`src/rtl/isp_awb_gray.sv`:
```
// rtl/isp_awb_gray.sv - gray-world auto-white-balance statistics and R/B gain engine
module isp_awb_gray #(
    parameter int BITS       = 8,
    parameter int WIDTH      = 1280,
    parameter int HEIGHT     = 960,
    parameter int SUM_BITS   = 32,
    parameter int CNT_BITS   = 24,
    parameter int SAT_THRESH = 250,
    parameter int MIN_PIXELS = 1024
) (
    input  logic            pclk,
    input  logic            rst,
    input  logic            awb_en,
    input  logic [7:0]      man_gain_r,
    input  logic [7:0]      man_gain_g,
    input  logic [7:0]      man_gain_b,
    input  logic            in_href,
    input  logic            in_vsync,
    input  logic [BITS-1:0] in_r,
    input  logic [BITS-1:0] in_g,
    input  logic [BITS-1:0] in_b,
    output logic [7:0]      gain_r,
    output logic [7:0]      gain_g,
    output logic [7:0]      gain_b,
    output logic            gain_valid,
    output logic            busy
);

    // Working width of the divider: numerator is sum_g<<4 and the saturation
    // test compares against den<<8, so SUM_BITS+8 holds every intermediate.
    localparam int DW = SUM_BITS + 8;
    localparam logic [BITS:0]     SAT_T   = (BITS+1)'(SAT_THRESH);
    localparam logic [CNT_BITS-1:0] MIN_CNT = CNT_BITS'(MIN_PIXELS);
    localparam logic [7:0]        GAIN_ONE = 8'd16;

    // The accumulators must hold a full frame of maximum-valued pixels.
    if (SUM_BITS < BITS + $clog2(WIDTH * HEIGHT)) begin : g_sum_bits_check
        $error("isp_awb_gray: SUM_BITS too small for WIDTH*HEIGHT");
    end

    typedef enum logic [1:0] {
        S_IDLE,
        S_DIV,
        S_UPDATE
    } state_t;

    state_t              state_q, state_d;
    logic                vsync_q;
    logic [SUM_BITS-1:0] sum_r_q, sum_g_q, sum_b_q;
    logic [CNT_BITS-1:0] cnt_q;
    logic [DW-1:0]       rem_r_q, rem_b_q;
    logic [SUM_BITS-1:0] den_r_q, den_b_q;
    logic [CNT_BITS-1:0] cnt_l_q;
    logic [3:0]          div_cnt_q;
    logic [7:0]          quo_r_q, quo_b_q;
    logic                sat_r_q, sat_b_q;

    logic                pix_ok;
    logic                frame_start;
    logic                frame_end;
    logic [2:0]          bit_idx;
    logic [DW-1:0]       trial_r, trial_b;

    function automatic logic [SUM_BITS-1:0] sat_add(input logic [SUM_BITS-1:0] a,
                                                    input logic [BITS-1:0]     b);
        logic [SUM_BITS:0] s;
        s = {1'b0, a} + (SUM_BITS+1)'(b);
        return s[SUM_BITS] ? '1 : s[SUM_BITS-1:0];
    endfunction

    assign pix_ok = in_href & in_vsync &
                    ({1'b0, in_r} < SAT_T) & ({1'b0, in_g} < SAT_T) & ({1'b0, in_b} < SAT_T);
    assign frame_start = in_vsync & ~vsync_q;
    assign frame_end   = ~in_vsync & vsync_q;

    // Per-frame statistics: first vsync cycle reloads, later valid pixels accumulate with saturation.
    always_ff @(posedge pclk) begin
        if (rst) begin
            vsync_q <= 1'b0;
            sum_r_q <= '0;
            sum_g_q <= '0;
            sum_b_q <= '0;
            cnt_q   <= '0;
        end else begin
            vsync_q <= in_vsync;
            if (frame_start) begin
                sum_r_q <= pix_ok ? SUM_BITS'(in_r) : '0;
                sum_g_q <= pix_ok ? SUM_BITS'(in_g) : '0;
                sum_b_q <= pix_ok ? SUM_BITS'(in_b) : '0;
                cnt_q   <= CNT_BITS'(pix_ok);
            end else if (pix_ok) begin
                sum_r_q <= sat_add(sum_r_q, in_r);
                sum_g_q <= sat_add(sum_g_q, in_g);
                sum_b_q <= sat_add(sum_b_q, in_b);
                cnt_q   <= (cnt_q == '1) ? cnt_q : cnt_q + 1'b1;
            end
        end
    end

    // State register.
    always_ff @(posedge pclk) begin
        if (rst) begin
            state_q <= S_IDLE;
        end else begin
            state_q <= state_d;
        end
    end

    // Next-state and busy: a frame end is only accepted while idle; DIV runs 9 cycles.
    always_comb begin
        state_d = state_q;
        busy    = 1'b0;
        case (state_q)
            S_IDLE: begin
                if (frame_end) begin
                    state_d = S_DIV;
                end
            end
            S_DIV: begin
                busy = 1'b1;
                if (div_cnt_q == 4'd8) begin
                    state_d = S_UPDATE;
                end
            end
            S_UPDATE: begin
                busy    = 1'b1;
                state_d = S_IDLE;
            end
            default: state_d = S_IDLE;
        endcase
    end

    // Trial subtrahends for the current quotient bit (div cycles 1..8 give bits 7..0).
    always_comb begin
        bit_idx = 3'(4'd8 - div_cnt_q);
        trial_r = DW'(den_r_q) << bit_idx;
        trial_b = DW'(den_b_q) << bit_idx;
    end

    // Divider datapath and gain registers; manual gains override every cycle when AWB is off.
    always_ff @(posedge pclk) begin
        if (rst) begin
            rem_r_q    <= '0;
            rem_b_q    <= '0;
            den_r_q    <= '0;
            den_b_q    <= '0;
            cnt_l_q    <= '0;
            div_cnt_q  <= '0;
            quo_r_q    <= '0;
            quo_b_q    <= '0;
            sat_r_q    <= 1'b0;
            sat_b_q    <= 1'b0;
            gain_r     <= GAIN_ONE;
            gain_g     <= GAIN_ONE;
            gain_b     <= GAIN_ONE;
            gain_valid <= 1'b0;
        end else begin
            gain_valid <= 1'b0;
            case (state_q)
                S_IDLE: begin
                    if (frame_end) begin
                        rem_r_q   <= DW'({sum_g_q, 4'b0000});
                        rem_b_q   <= DW'({sum_g_q, 4'b0000});
                        den_r_q   <= sum_r_q;
                        den_b_q   <= sum_b_q;
                        cnt_l_q   <= cnt_q;
                        div_cnt_q <= '0;
                        quo_r_q   <= '0;
                        quo_b_q   <= '0;
                    end
                end
                S_DIV: begin
                    div_cnt_q <= div_cnt_q + 4'd1;
                    if (div_cnt_q == 4'd0) begin
                        // A quotient of 256 or more cannot be represented in 4.4.
                        sat_r_q <= (den_r_q == '0) || (rem_r_q >= (DW'(den_r_q) << 8));
                        sat_b_q <= (den_b_q == '0) || (rem_b_q >= (DW'(den_b_q) << 8));
                    end else begin
                        if (rem_r_q >= trial_r) begin
                            rem_r_q          <= rem_r_q - trial_r;
                            quo_r_q[bit_idx] <= 1'b1;
                        end
                        if (rem_b_q >= trial_b) begin
                            rem_b_q          <= rem_b_q - trial_b;
                            quo_b_q[bit_idx] <= 1'b1;
                        end
                    end
                end
                S_UPDATE: begin
                    if (awb_en && (cnt_l_q >= MIN_CNT)) begin
                        if (den_r_q != '0) begin
                            gain_r <= sat_r_q ? 8'hff : quo_r_q;
                        end
                        if (den_b_q != '0) begin
                            gain_b <= sat_b_q ? 8'hff : quo_b_q;
                        end
                        gain_g     <= GAIN_ONE;
                        gain_valid <= 1'b1;
                    end
                end
                default: ;
            endcase
            if (!awb_en) begin
                gain_r <= man_gain_r;
                gain_g <= man_gain_g;
                gain_b <= man_gain_b;
            end
        end
    end

endmodule

```
`config.mk`:
```
export PLATFORM = sky130hd
export DESIGN_NAME = isp_awb_gray
export DESIGN_NICKNAME = d
export VERILOG_FILES = /design/src/rtl/isp_awb_gray.sv
export SDC_FILE = /design/constraint.sdc
export NUM_CORES = 1
export LEC_CHECK = 0
export CAP_MARGIN = 40
export CORE_MARGIN = 2
export CORE_UTILIZATION = 33
export CTS_CLUSTER_DIAMETER = 30
export DETAILED_ROUTE_END_ITERATION = 10
export GPL_TIMING_DRIVEN = 0
export PLACE_DENSITY_LB_ADDON = 0.08
export RECOVER_POWER = 100
export SYNTH_ARGS = -nofsm -noshare
export SYNTH_HDL_FRONTEND = slang
export SYNTH_SLANG_ARGS = --single-unit
```
`constraint.sdc`:
```
create_clock -name pclk -period 7.9 [get_ports pclk]
set_input_delay 1.185 -clock pclk [delete_from_list [all_inputs] [get_ports pclk]]
set_output_delay 1.185 -clock pclk [all_outputs]
set_load 0.02 [all_outputs]
```
==> results of run 1 <==
-- cell type report --
| type | instances | area [um^2] | share of cell area |
|---|---|---|---|
| inverter | 121 | 454.2 | 0.01573 |
| sequential | 328 | 6566 | 0.2274 |
| antenna | 1 | 2.502 | 0.00008667 |
| clock inverter | 44 | 640.6 | 0.02219 |
| timing repair buffer | 98 | 1003 | 0.03476 |
| clock buffer | 135 | 2821 | 0.09773 |
| buffer | 186 | 730.7 | 0.02531 |
| multi-input combinational | 2296 | 15480 | 0.5360 |
| tap | 940 | 1176 | 0.04074 |
-- per-stage QoR --
| step | hold WS, ns | setup TNS (ns) | std cells | power, mW |
|---|---|---|---|---|
| global route | 0.4763 | 0 | 4148 | 9.902 |
| finish | 0.4511 | 0 | 4149 | 9.407 |
| floorplan | 0.4360 | 0 | 2931 | 4.366 |
| CTS | 0.4537 | 0 | 4148 | 9.442 |
| detailed placement | 0.4479 | 0 | 3969 | 5.343 |
| global placement | 0.4447 | -0.4713 | 3948 | 5.323 |
-- power breakdown --
part / leakage (nW) / internal, mW / switching [mW]
clock network: 1.70 / 2.83 / 1.21
logic: 6.91 / 1.35 / 2.11
registers: 2.66 / 1.78 / 0.130
total: 11.3 / 5.96 / 3.45
-- cells in the final DEF, fill, tap and decap left out, types with 24 or more instances in the layout --
master             n
nand4_1           51
o21a_1            24
ha_1             172
inv_1            120
o21ai_0          114
dlygate4sd3_1     32
mux4_2            47
xnor2_1           60
clkdlybuf4s50_1   45
a31oi_1           52
mux2i_1          107
nor4_1            34
clkbuf_1         171
a211oi_1          61
nor3_1            61
xor2_1            42
nand3_1           85
clkbuf_16         98
a21oi_1          331
nand2_1          335
nor2b_1           48
dfxtp_1          328
nor2_1           267
a21o_1            63
and3_1            44
-- routing by layer --
layer,track usage,share of wire
met1,0.3439,0.46
met2,0.4109,0.45
met3,0.04801,0.064
met4,0.09766,0.035
met5,0,0
-- worst paths after layout --
kind	start	end	slack [ns]	cells past startpoint
setup / recovery	div_cnt_q[0]	rem_b_q[23]	0.26	20
hold / removal	cnt_l_q[16]	cnt_l_q[16]	0.45	2
setup reg to reg	div_cnt_q[0]	rem_b_q[23]	0.26	20
hold reg to reg	cnt_l_q[16]	cnt_l_q[16]	0.45	2
-- sequential cells by signal (all words and copies together), names as in the netlist, 2 cells and up --
signal and cells:
rem_b_q 40, rem_r_q 40, den_b_q 32, den_r_q 32, sum_b_q 32, sum_g_q 32
sum_r_q 32, cnt_q 24, cnt_l_q 14, gain_b 8, gain_g 8, gain_r 8
quo_b_q 8, quo_r_q 8, div_cnt_q 4, state_q 2
-- synth_stat cells, drive strengths merged (16+ instances only) --
| cell | instances | area (um^2) |
|---|---|---|
| nand2 | 335 | 1257 |
| a21oi | 331 | 1668 |
| dfxtp | 328 | 6566 |
| nor2 | 267 | 1002 |
| ha | 172 | 2152 |
| clkbuf | 150 | 566.8 |
| o21ai | 121 | 609.3 |
| inv | 120 | 450.4 |
| mux2i | 107 | 1071 |
| nand3 | 85 | 425.4 |
| a211oi | 72 | 615.6 |
| a21o | 63 | 473.0 |
| nor3 | 61 | 310.3 |
| xnor2 | 60 | 525.5 |
| a31oi | 52 | 325.3 |
| nand4 | 51 | 319.1 |
| nor2b | 48 | 300.3 |
| mux4 | 47 | 1059 |
| and3 | 44 | 275.3 |
| xor2 | 42 | 367.9 |
| buf | 36 | 200.2 |
| nor4 | 35 | 225.2 |
| o21a | 24 | 180.2 |
| and2 | 20 | 126.4 |
| nand2b | 20 | 125.1 |
| a311oi | 19 | 166.4 |
| o221ai | 19 | 166.4 |
| o211ai | 17 | 132.6 |
| o211a | 16 | 160.2 |
-- worst min-delay path, cell delays in order (launching register included) --
cell     delay (ns)
dfxtp_1        0.30
nand2_1        0.05
a21oi_1        0.05
-- cells by family (layout without fill, tap and decap cells) --
kind of cell | after synthesis | in the layout | synth area share
AO/OA/AOI/OAI | 833 | 833 | 0.2311
XOR/XNOR | 102 | 102 | 0.03830
adder cells (fa/ha/maj) | 177 | 177 | 0.09656
buffers and inverters | 307 | 584 | 0.05236
flip-flops | 328 | 328 | 0.2815
multiplexers | 154 | 154 | 0.09130
other | 0 | 1 | 0
AND/OR/NAND/NOR | 1030 | 1030 | 0.2088
==> results_dict.tcl, run 1 <==
set metrics [dict create \
    synth.avg_cell_area_um2 7.958 \
    cp_data_arrival_time_ns 8.18 \
    worstPathMaxFanout 10 \
    worstPathCellList "clkbuf_1 -> clkinv_1 -> clkbuf_1 -> ha_1 -> clkbuf_1 -> nor2_1 -> and3_1 -> ha_1 -> inv_1 -> fa_1 -> a21o_1 -> a221o_1 -> a221oi_1 -> and2_0 -> o31a_4 -> a21oi_1 -> o311ai_2 -> clkbuf_2 -> nor2_1 -> a21oi_1" \
    synthFlopType "dfxtp_1" \
    routed_wl_mm 95.41 \
    grt_pass1_vias 23050 \
    cts_sinks 328 \
    place_area_um2 25520 \
    ys_async_sr_fraction 0 \
    grt_use_total 0.2573 \
    start_util 0.3331 \
    post_route_cells_drive_above_1_share 0.08635 \
    crit_family "buffers and inverters" \
    dr.pass1.iters 5 \
    max_stage_delay_ns 0.80 \
    ys_warn_count 0 \
    clock_skew_ns 0.05026 \
    status "complete, no violations" \
    h-tree-depth 3 \
    drt-initial-drc-count 1687 \
    cts_hold_buf 0 \
    fillers 7177 \
    cts_resized 0 \
    maxCapViolations 0 \
    ys_ff_latch 328 \
    core_area_um2 70030 \
    crit_path_end_kind "register" \
    antenna_found_initial 0 \
    post_cts.repair.setup_buffers 0 \
    relSlewSlack 0.1061 \
    viasPerCell 5.594 \
    path_clk_slew_ns 0.05 \
    place.gp.congestion 0.9534 \
    overflow 0 \
    yosysSeqAreaShare 0.2815 \
    cts_tree "done" \
    path_class "register to register" \
    synth_cell_types 86 \
    root_buffer "clkbuf_16" \
    fmax_mhz 130.8 \
    route.detailed.drc 0 \
    num_rows 97 \
    vias 23210 \
    hp-class "register to register" \
    power_density_nw_per_um2 325.8 \
    syn_area_um2 23320 \
    finalHoldViolCount 0 \
    post-dp-hpwl_mm 74.81 \
    grt_pass1_wl_mm 143.8 \
    clk_latency_ns 0.66 \
    final_max_slew_viol_count 0 \
    setup_viol 0 \
    design.portCount 79 \
    wl_per_cell_um 23.00 \
    die_h_um 269.9 \
    p_leak_nw 11.27 \
    period_share 0.9674 \
    dpl_worst_slack_ns 0.5316 \
    fin_util 0.4123 \
    grt_setup_unrepaired "false" \
    syn_inst 2931 \
    dieArea_um2 72820 \
    syn_nets 3161 \
    crit_top_cell "clkbuf_1" \
    die_x_um 269.9 \
    setup_slack_ns 0.2576 \
    peakVddDrop_mv 0.1697 \
    finish.instance_area_um2 28870 \
    layout.nets 3359 \
    cts_buffers 98 \
    crit_path_start_kind "register" \
    timing.critical_path.buf_inv 6 \
    min_period_ns 7.642 \
    crit_slowest_cell "nor2_1" \
    crit_required_ns 8.44 \
    synth_enable_flop_cells 0 \
    io_buffers 77 \
    worstMarginPinSlew_ns 1.331 \
    grt_max_degree 17 \
    ant_nets 0 \
    clockBufferDepth 3 \
    area_growth_syn_to_layout_pct 23.79 \
]
Power figures use the tool's default switching activity.
==> run 2, diff against run 1 <==
- CORE_ASPECT_RATIO: unset -> 1.4
- CORE_MARGIN: 2 -> 1
- clock period: 7.9 -> 9.6 ns (I/O delays scaled with it)
==> results_dict.tcl, run 2 (synthesis results as in run 1) <==
set metrics [dict create \
    core_area_um2 70070 \
    grt_setup_unrepaired "false" \
    setup_viol 0 \
    power.net_switching_mw 2.810 \
    crit_path_start_kind "register" \
    power_density_nw_per_um2 267.7 \
    path_clk_slew_ns 0.04 \
    status "complete, no violations" \
    fin_setup_tns_ns 0 \
    grt_max_degree 14 \
    io_buffers 77 \
    post-dp-hpwl_mm 78.59 \
    path_class "register to register" \
    share_seq_of_total_power 0.204 \
    hp-start "cnt_l_q[16]" \
    grt_use_total 0.2730 \
    worstPathCellList "clkbuf_1 -> clkinv_1 -> clkbuf_1 -> clkbuf_1 -> ha_1 -> clkbuf_1 -> clkbuf_1 -> clkbuf_1 -> o22ai_1 -> nand2_1 -> ha_1 -> a211oi_1 -> o21ai_0 -> o211a_1 -> nor2_1 -> o211ai_1 -> a41oi_1 -> o22ai_1 -> clkbuf_1 -> clkbuf_1 -> a211oi_1" \
    worstMarginPinSlew_ns 1.275 \
    route.detailed.drc 0 \
    hold_depth 2 \
    fmax_mhz 116.4 \
    holdPathEnd "cnt_l_q[16]" \
    area_growth_syn_to_layout_pct 23.42 \
    dieArea_um2 71760 \
    wl_per_cell_um 23.79 \
    layout_commonest_cell "nand2_1" \
    num_rows 115 \
    dr.pass1.iters 7 \
    internal-power_mw 4.896 \
    grt_pass1_wl_mm 145.1 \
    clockPowerShare 0.427 \
    p_leak_nw 11.19 \
    min_period_ns 8.595 \
    start_util 0.3328 \
    post_cts.repair.setup_buffers 0 \
    final_cell_mix "335 x nand2_1, 331 x a21oi_1, 328 x dfxtp_1, 267 x nor2_1, 183 x clkbuf_1" \
    drt-initial-drc-count 1664 \
    final_max_slew_viol_count 0 \
    place_area_um2 25610 \
    clockBufferDepth 3 \
    antennaDiodeCount 0 \
    layout.nets 3362 \
    setup_slack_ns 1.005 \
    root_buffer "clkbuf_16" \
    top_regs "rem_b_q: 40 flops, rem_r_q: 40 flops" \
    regArea_um2 6566 \
    p_comb_frac 0.370 \
    r2r_end "rem_r_q[13]" \
    clock_skew_ns 0.02743 \
    multi_input_area_um2 15470 \
    cts_resized 0 \
    cts_tree "done" \
    place.gp.congestion 0.9572 \
    cts_sinks 328 \
    period_share 0.8953 \
    cts_buffers 90 \
    viasPerCell 5.669 \
    regToRegStartpoint "div_cnt_q[0]" \
    fillers 7290 \
    maxCapViolations 0 \
    timing.critical_path.buf_inv 9 \
    reg2reg_depth 21 \
    ant_nets 0 \
    die_h_um 316.6 \
    crit_required_ns 10.07 \
    design.portCount 79 \
    clk_latency_ns 0.65 \
    cp-startpoint "div_cnt_q[0]" \
    r2r_slack_ns 1.01 \
    overflow 0 \
    peakVddDrop_mv 0.1352 \
    finish.instance_area_um2 28790 \
    hp-class "register to register" \
    max_stage_delay_ns 0.68 \
    crit_slowest_cell "clkbuf_1" \
    finalHoldViolCount 0 \
    antenna_found_initial 0 \
    cp_data_arrival_time_ns 9.07 \
    routed_wl_mm 98.51 \
    h-tree-depth 3 \
    fin_util 0.4108 \
    crit_path_end_kind "register" \
    dpl_worst_slack_ns 2.060 \
    crit_top_cell "clkbuf_1" \
    post_route_cells_drive_above_1_share 0.08052 \
    worstPathMaxFanout 10 \
    vias 23470 \
    crit_family "buffers and inverters" \
    grt_pass1_vias 23190 \
    die_x_um 226.7 \
    relSlewSlack 0.1433 \
    swShare 0.3646 \
    cts_hold_buf 0 \
]
==> run 2: cell count changes in the layout (fill, tap and decap cells not counted), sizes merged <==
| cell | change |
|---|---|
| clkbuf | -15 |
| clkdlybuf4s15 | -1 |
| buf | +8 |
| clkinv | -6 |
| diode | -1 |
| bufinv | +7 |
| clkinvlp | +3 |
==> run 2: worst max path at each step <==
| stage | endpoint | slack, ns | cells past startpoint |
|---|---|---|---|
| 2_1_floorplan | rem_b_q[31] | 4.77 | 19 |
| 3_3_place_gp | rem_r_q[12] | 1.53 | 20 |
| 3_5_place_dp | rem_r_q[13] | 2.06 | 21 |
| 4_1_cts | rem_r_q[13] | 2.03 | 21 |
| 5_1_grt | rem_r_q[32] | 0.97 | 22 |
| 6_report | rem_r_q[13] | 1.01 | 21 |
==> run 2: routing by layer <==
metal	wire length [um]	track usage
met5	0	0
met4	5417	0.1606
met2	49120	0.4840
met1	39610	0.3128
met3	4356	0.03308
==> run 2: final cells by class <==
| type | instances | area share |
|---|---|---|
| clock inverter | 48 | 0.02808 |
| buffer | 186 | 0.02491 |
| timing repair buffer | 109 | 0.03734 |
| multi-input combinational | 2296 | 0.5375 |
| inverter | 121 | 0.01578 |
| sequential | 328 | 0.2281 |
| clock buffer | 116 | 0.08763 |
| tap | 936 | 0.04068 |
==> run 2: per-stage QoR <==
step                      hold slack, ns  std cells  total power, mW
after floorplan                   0.4360       2931            3.593
after global placement            0.4440       3944            4.414
after detailed placement          0.4493       3976            4.428
after CTS                         0.4550       4140            7.762
after global routing              0.4765       4140            8.086
final                             0.4526       4140            7.705
==> run 2: power groups by stage <==
stage | Combinational (mW) | Sequential (mW) | Clock, mW
6_report | 2.85 | 1.57 | 3.29
5_1_grt | 3.10 | 1.58 | 3.41
4_1_cts | 2.86 | 1.57 | 3.34
3_3_place_gp | 2.82 | 1.59 | 0
3_5_place_dp | 2.84 | 1.59 | 0
2_1_floorplan | 2.04 | 1.55 | 0
==> run 2: tightest hold or removal path, stage by stage, from the launching register on <==
cell,delay (ns)
dfxtp_1,0.30
nand2_1,0.05
a21oi_1,0.05
